===== src/rtl/controlador_reabastecimento_rolhas_pkg.sv =====
// Shared state encoding, service-source codes and default sizing for the
// cork tray refill sequencer.
package controlador_rolhas_pkg;

  typedef enum logic [1:0] {
    ST_IDLE = 2'b00,
    ST_ARB  = 2'b01,
    ST_LOAD = 2'b10,
    ST_DONE = 2'b11
  } state_t;

  localparam logic SRC_OP   = 1'b0;
  localparam logic SRC_AUTO = 1'b1;

  localparam int DEF_WIDTH     = 7;
  localparam int DEF_MIN_LEVEL = 5;
  localparam int DEF_AUTO_QTY  = 20;
  localparam int DEF_MAX_LEVEL = 99;

endpackage


===== src/rtl/controlador_reabastecimento_rolhas_detector.sv =====
// Rising-edge detector for the debounced operator request: pulse is high in
// the cycle where d is 1 and was 0 at the previous clock edge.
module detector_borda_subida
  import controlador_rolhas_pkg::*;
(
  input  logic clk,
  input  logic clr,
  input  logic d,
  output logic pulse
);

  logic d_q;

  always_ff @(posedge clk or posedge clr) begin
    if (clr) d_q <= 1'b0;
    else     d_q <= d;
  end

  assign pulse = d & ~d_q;

endmodule


===== src/rtl/controlador_reabastecimento_rolhas.sv =====
// Cork tray refill sequencer: arbitrates auto minimum-level refills against
// operator loads. Optional macro CTRL_ROLHAS_SAT_EN clamps operator overflow.
module controlador_reabastecimento_rolhas
  import controlador_rolhas_pkg::*;
#(
  parameter int WIDTH     = DEF_WIDTH,
  parameter int MIN_LEVEL = DEF_MIN_LEVEL,
  parameter int AUTO_QTY  = DEF_AUTO_QTY,
  parameter int MAX_LEVEL = DEF_MAX_LEVEL
) (
  input  logic             clk,
  input  logic             clr,
  input  logic             enable,
  input  logic             op_req,
  input  logic [WIDTH-1:0] op_qty,
  input  logic             ve,
  input  logic [WIDTH-1:0] tray_count,
  output logic             load,
  output logic [WIDTH-1:0] load_value,
  output logic             busy,
  output logic             src,
  output logic             done,
  output logic             rejected
`ifdef CTRL_ROLHAS_SAT_EN
  ,output logic            clamped
`endif
);

  if (MIN_LEVEL - 1 + AUTO_QTY > MAX_LEVEL) begin : g_bad_levels
    $error("auto refill from MIN_LEVEL-1 would exceed MAX_LEVEL");
  end
  if (MAX_LEVEL >= (1 << WIDTH)) begin : g_bad_width
    $error("MAX_LEVEL does not fit in WIDTH bits");
  end

  localparam logic [WIDTH-1:0] MIN_W  = WIDTH'(MIN_LEVEL);
  localparam logic [WIDTH-1:0] AUTO_W = WIDTH'(AUTO_QTY);
  localparam logic [WIDTH:0]   MAX_S  = (WIDTH+1)'(MAX_LEVEL);

  state_t           state;
  logic [WIDTH-1:0] qty_r;
  logic             op_edge;
  logic             op_pend;
  logic             auto_req;
  logic [WIDTH:0]   op_sum;
  logic             op_over;
  logic             reject_now;
  logic [WIDTH-1:0] load_sum;

  detector_borda_subida u_borda (
    .clk   (clk),
    .clr   (clr),
    .d     (op_req),
    .pulse (op_edge)
  );

  assign auto_req = tray_count < MIN_W;
  assign op_sum   = {1'b0, tray_count} + {1'b0, op_qty};
  assign op_over  = op_sum > MAX_S;
  assign load_sum = tray_count + qty_r;

`ifdef CTRL_ROLHAS_SAT_EN
  localparam logic [WIDTH-1:0] MAX_W = WIDTH'(MAX_LEVEL);
  logic [WIDTH-1:0] clamp_qty;
  logic             clamp_r;
  assign clamp_qty  = (tray_count >= MAX_W) ? '0 : MAX_W - tray_count;
  assign reject_now = 1'b0;
`else
  assign reject_now = (state == ST_ARB) & enable & ~auto_req & op_pend & op_over;
`endif

  // Gated by enable so an abort cycle in LOAD can never strobe the buffer.
  assign load       = (state == ST_LOAD) & ~ve & enable;
  assign load_value = load ? load_sum : '0;

  always_ff @(posedge clk or posedge clr) begin
    if (clr)
      op_pend <= 1'b0;
    else if (op_edge & enable)
      op_pend <= 1'b1;
    else if (~enable | reject_now | ((state == ST_DONE) & (src == SRC_OP)))
      op_pend <= 1'b0;
  end

  // Control FSM; busy tracks the next state so it lines up with the state.
  always_ff @(posedge clk or posedge clr) begin
    if (clr) begin
      state    <= ST_IDLE;
      qty_r    <= '0;
      src      <= SRC_OP;
      busy     <= 1'b0;
      done     <= 1'b0;
      rejected <= 1'b0;
`ifdef CTRL_ROLHAS_SAT_EN
      clamp_r  <= 1'b0;
      clamped  <= 1'b0;
`endif
    end else begin
      done     <= 1'b0;
      rejected <= 1'b0;
`ifdef CTRL_ROLHAS_SAT_EN
      clamped  <= 1'b0;
`endif
      case (state)
        ST_IDLE: begin
          if (enable & (auto_req | op_pend)) begin
            state <= ST_ARB;
            busy  <= 1'b1;
          end
        end
        ST_ARB: begin
          if (~enable) begin
            state <= ST_IDLE;
            busy  <= 1'b0;
          end else if (auto_req) begin
            src   <= SRC_AUTO;
            qty_r <= AUTO_W;
            state <= ST_LOAD;
`ifdef CTRL_ROLHAS_SAT_EN
            clamp_r <= 1'b0;
`endif
          end else if (op_pend) begin
            src <= SRC_OP;
            if (op_over) begin
`ifdef CTRL_ROLHAS_SAT_EN
              clamp_r <= 1'b1;
              qty_r   <= clamp_qty;
              if (clamp_qty == '0) begin
                state   <= ST_DONE;
                done    <= 1'b1;
                clamped <= 1'b1;
              end else begin
                state <= ST_LOAD;
              end
`else
              rejected <= 1'b1;
              state    <= ST_IDLE;
              busy     <= 1'b0;
`endif
            end else begin
              qty_r <= op_qty;
`ifdef CTRL_ROLHAS_SAT_EN
              clamp_r <= 1'b0;
`endif
              if (op_qty == '0) begin
                state <= ST_DONE;
                done  <= 1'b1;
              end else begin
                state <= ST_LOAD;
              end
            end
          end else begin
            state <= ST_IDLE;
            busy  <= 1'b0;
          end
        end
        ST_LOAD: begin
          if (~enable) begin
            state <= ST_IDLE;
            busy  <= 1'b0;
          end else if (~ve) begin
            state <= ST_DONE;
            done  <= 1'b1;
`ifdef CTRL_ROLHAS_SAT_EN
            clamped <= clamp_r;
`endif
          end
        end
        ST_DONE: begin
          state <= ST_IDLE;
          busy  <= 1'b0;
        end
        default: begin
          state <= ST_IDLE;
          busy  <= 1'b0;
        end
      endcase
    end
  end

endmodule


===== config.mk =====
export PLATFORM = sky130hd
export DESIGN_NAME = controlador_reabastecimento_rolhas
export DESIGN_NICKNAME = d
export VERILOG_FILES = /design/src/rtl/controlador_reabastecimento_rolhas_pkg.sv /design/src/rtl/controlador_reabastecimento_rolhas_detector.sv /design/src/rtl/controlador_reabastecimento_rolhas.sv
export SDC_FILE = /design/constraint.sdc
export NUM_CORES = 1
export LEC_CHECK = 0
export CAP_MARGIN = 20
export CORE_MARGIN = 2
export CORE_UTILIZATION = 35
export DETAILED_ROUTE_END_ITERATION = 12
export SYNTH_ARGS = -nofsm -noshare
export SYNTH_HDL_FRONTEND = slang
export SYNTH_SLANG_ARGS = --single-unit

===== constraint.sdc =====
create_clock -name clk -period 4.6 [get_ports clk]
set_input_delay 0.69 -clock clk [delete_from_list [all_inputs] [get_ports clk]]
set_output_delay 0.69 -clock clk [all_outputs]
set_load 0.05 [all_outputs]

==> results.sh <==
export IMPL_cts_resized=0
export IMPL_hold_buffers=0
export IMPL_initial_core_util=0.361
export IMPL_drive_gt1_frac=0.0513
export IMPL_die_x_um=67.8
export IMPL_synth_async_reset_ratio=1.00
export IMPL_highest_layer="met4"
export IMPL_port_buffers=30
export IMPL_yosysTopAreaCell="dfrtp_1"
export IMPL_max_freq_ghz=0.243
export IMPL_routedWlPerCell_um=15.0
export IMPL_route_met2_wl_mm=1.77
export IMPL_area_delta_synth_final_pct=27.4
export IMPL_cp_start_kind="primary input"
export IMPL_tightestPinTransition_ps=638
export IMPL_vias_per_cell=5.42
export IMPL_cts_htree_levels=1
export IMPL_synth_warnings=0
export IMPL_dpl_cell_area_mm2=0.00177
export IMPL_hold_viol=0
export IMPL_antenna_cells=0
export IMPL_multi_input_area_um2=961
export IMPL_cts_tree="built"
export IMPL_synth_flop_cell="dfrtp_1"
export IMPL_grt_total_usage=0.173
export IMPL_drv_cap=0
export IMPL_dr_pass1_iters=4
export IMPL_tns_ps=0
export IMPL_cts_buffers=3
export IMPL_synthCells=164
export IMPL_grt_start_max_net_pins=16
export IMPL_boundaryPins=31
export IMPL_crit_type="primary input to output pin"
export IMPL_power_density_mw_per_mm2=412
export IMPL_routed_wirelength_mm=3.69
export IMPL_clk_path_buf_depth=2
export IMPL_fillers=372
export IMPL_grt_overflow=0
export IMPL_ys_seq_area_frac=0.264
export IMPL_met3WireLength_um=208
export IMPL_worst_hold_slack_ps=510
export IMPL_synth_edf_count=0
export IMPL_design_area_mm2=0.00181
export IMPL_outcome="complete, no violations"
export IMPL_core_mm2=0.00394
export IMPL_drt_met1_wl_mm=1.69
export IMPL_antenna_found_initial=0
export IMPL_syn_nets=203
export IMPL_fin_crit_sh=0.895
export IMPL_leakagePower_nw=0.829
export IMPL_critPathRequiredTime_ps=3910
export IMPL_clk_latency_ps=250
export IMPL_skew_ps=2.67
export IMPL_syn_cell_area_mm2=0.00142
export IMPL_maxSlewHeadroom=0.571
export IMPL_grt_pass1_wl_mm=6.04
export IMPL_drc_errors=0
export IMPL_crit_fanout=3
export IMPL_yosysUniqueCellTypes=41
export IMPL_finalWeightedCongestion=0.805
export IMPL_avgSynthCellArea_um2=8.67
export IMPL_grt_pass1_vias=1287
export IMPL_nNetsFinal=235
export IMPL_synthDominantCellAreaShare=0.264
export IMPL_drtIter0Drc=59
export IMPL_seq_area_um2=375
export IMPL_ir_drop_v=0.000448
export IMPL_cp_end_kind="output pin"
export IMPL_die_area_mm2=0.00459
export IMPL_clock_root_buffer="clkbuf_8"
export IMPL_rows=23
export IMPL_synth_area_leaders="dfrtp_1, ha_1, inv_1"
export IMPL_dp_hpwl_mm=2.92
export IMPL_rsz0062_at_grt="false"
export IMPL_ys_ff_latch=15
export IMPL_path_clk_slew_ps=60
export IMPL_setup_violations=0
export IMPL_cp_data_arrival_time_ps=3430
export IMPL_cts_sinks=15
export IMPL_hold_path_class="register to register"
export IMPL_post_route_min_period_ps=4120
export IMPL_num_vias=1329
export IMPL_post_cts_buffers=0
export IMPL_antenna_left=0
export IMPL_drv_slew=0
export IMPL_die_h_um=67.8
area by class of cell:
cell class                      count  share of cell area
Clock inverter                      1             0.00276
Clock buffer                        3              0.0228
Inverter                           18              0.0373
Tap cell                           50              0.0345
Sequential cell                    15               0.207
Multi-Input combinational cell    128               0.530
Timing Repair Buffer               30               0.166
cell usage after synthesis, types with 4 or more instances:
| master | count |
|---|---|
| ha_1 | 18 |
| inv_1 | 18 |
| nor2_1 | 16 |
| dfrtp_1 | 15 |
| a21oi_1 | 13 |
| o21ai_0 | 7 |
| nand2_1 | 6 |
| xnor2_1 | 6 |
| a21o_1 | 5 |
| a22o_1 | 5 |
| a211oi_1 | 4 |
| and2_1 | 4 |
| and3_1 | 4 |
| nor3_1 | 4 |
| o22ai_1 | 4 |
layout by cell type, fill, tap and decap left out, types with 2 or more instances in the layout:
master	count
clkdlybuf4s50_1	30
nor4_1	2
fa_1	2
nor3_1	4
a22oi_1	2
a21o_1	5
o21ai_0	7
ha_1	18
o21bai_1	2
nand3_1	2
a21oi_1	13
o21a_1	2
xnor2_1	6
nor2_1	16
and3_1	4
clkbuf_8	3
nand3b_1	2
nand2_1	6
and2_1	4
o22ai_1	4
dfrtp_1	15
nand2b_1	2
a211oi_1	4
inv_1	18
a22o_1	5
cells by family (layout without fill, tap and decap cells):
kind of cell / after synthesis / after routing / synth area share
AOI/OAI and AO/OA: 54 / 54 / 0.276
xor gates and xnor gates: 7 / 7 / 0.0431
adders and majority gates: 20 / 20 / 0.186
buffers and inverters: 21 / 52 / 0.0607
DFF: 15 / 15 / 0.264
and+or+nand+nor: 47 / 47 / 0.170
power by group:
| part | total (mW) | internal (mW) | leakage [nW] | switching [mW] |
|---|---|---|---|---|
| combinational | 0.435 | 0.191 | 0.614 | 0.244 |
| sequential | 0.206 | 0.173 | 0.189 | 0.0325 |
| clock | 0.107 | 0.0600 | 0.0255 | 0.0472 |
metrics by stage:
stage,utilization,total power [mW],instances,setup slack (ps)
after floorplan,-,0.523,164,1300
after global placement,0.448,0.626,241,516
after detailed placement,0.448,0.634,241,474
after CTS,0.460,0.749,245,473
after global routing,0.460,0.809,245,340
final,0.460,0.747,245,484
flip-flops by register name, indices dropped and copies added (netlist names):
signal / cells
busy: 1
done: 1
op_pend: 1
qty_r: 7
rejected: 1
src: 1
state: 2
u_borda.d_q: 1
worst max-delay path, cell delays in order:
cell and delay [ps]:
clkdlybuf4s50_1 450, ha_1 240, fa_1 400, a21o_1 170
a21oi_1 220, o21bai_1 90, a21oi_1 190, xnor2_1 90
nor2_1 80, clkdlybuf4s50_1 800
path summary, 6_finish.rpt:
| kind | start | to | slack (ps) | cells past startpoint |
|---|---|---|---|---|
| max | tray_count[0] | load_value[6] | 480 | 10 |
| min | qty_r[0] | qty_r[0] | 510 | 1 |
| max reg2reg | state[1] | busy | 2770 | 6 |
| min reg2reg | qty_r[0] | qty_r[0] | 510 | 1 |
| max in group asynchronous | clr | busy | 3410 | 2 |
| min in group asynchronous | clr | qty_r[0] | 800 | 2 |
routing by layer:
| layer | GRT usage | up-vias |
|---|---|---|
| met5 | 0 | - |
| met4 | 0.0281 | 0 |
| met3 | 0.0300 | 2 |
| met2 | 0.289 | 42 |
| met1 | 0.236 | 629 |
| li1 | - | 656 |
(Power assumes the default switching activity.)
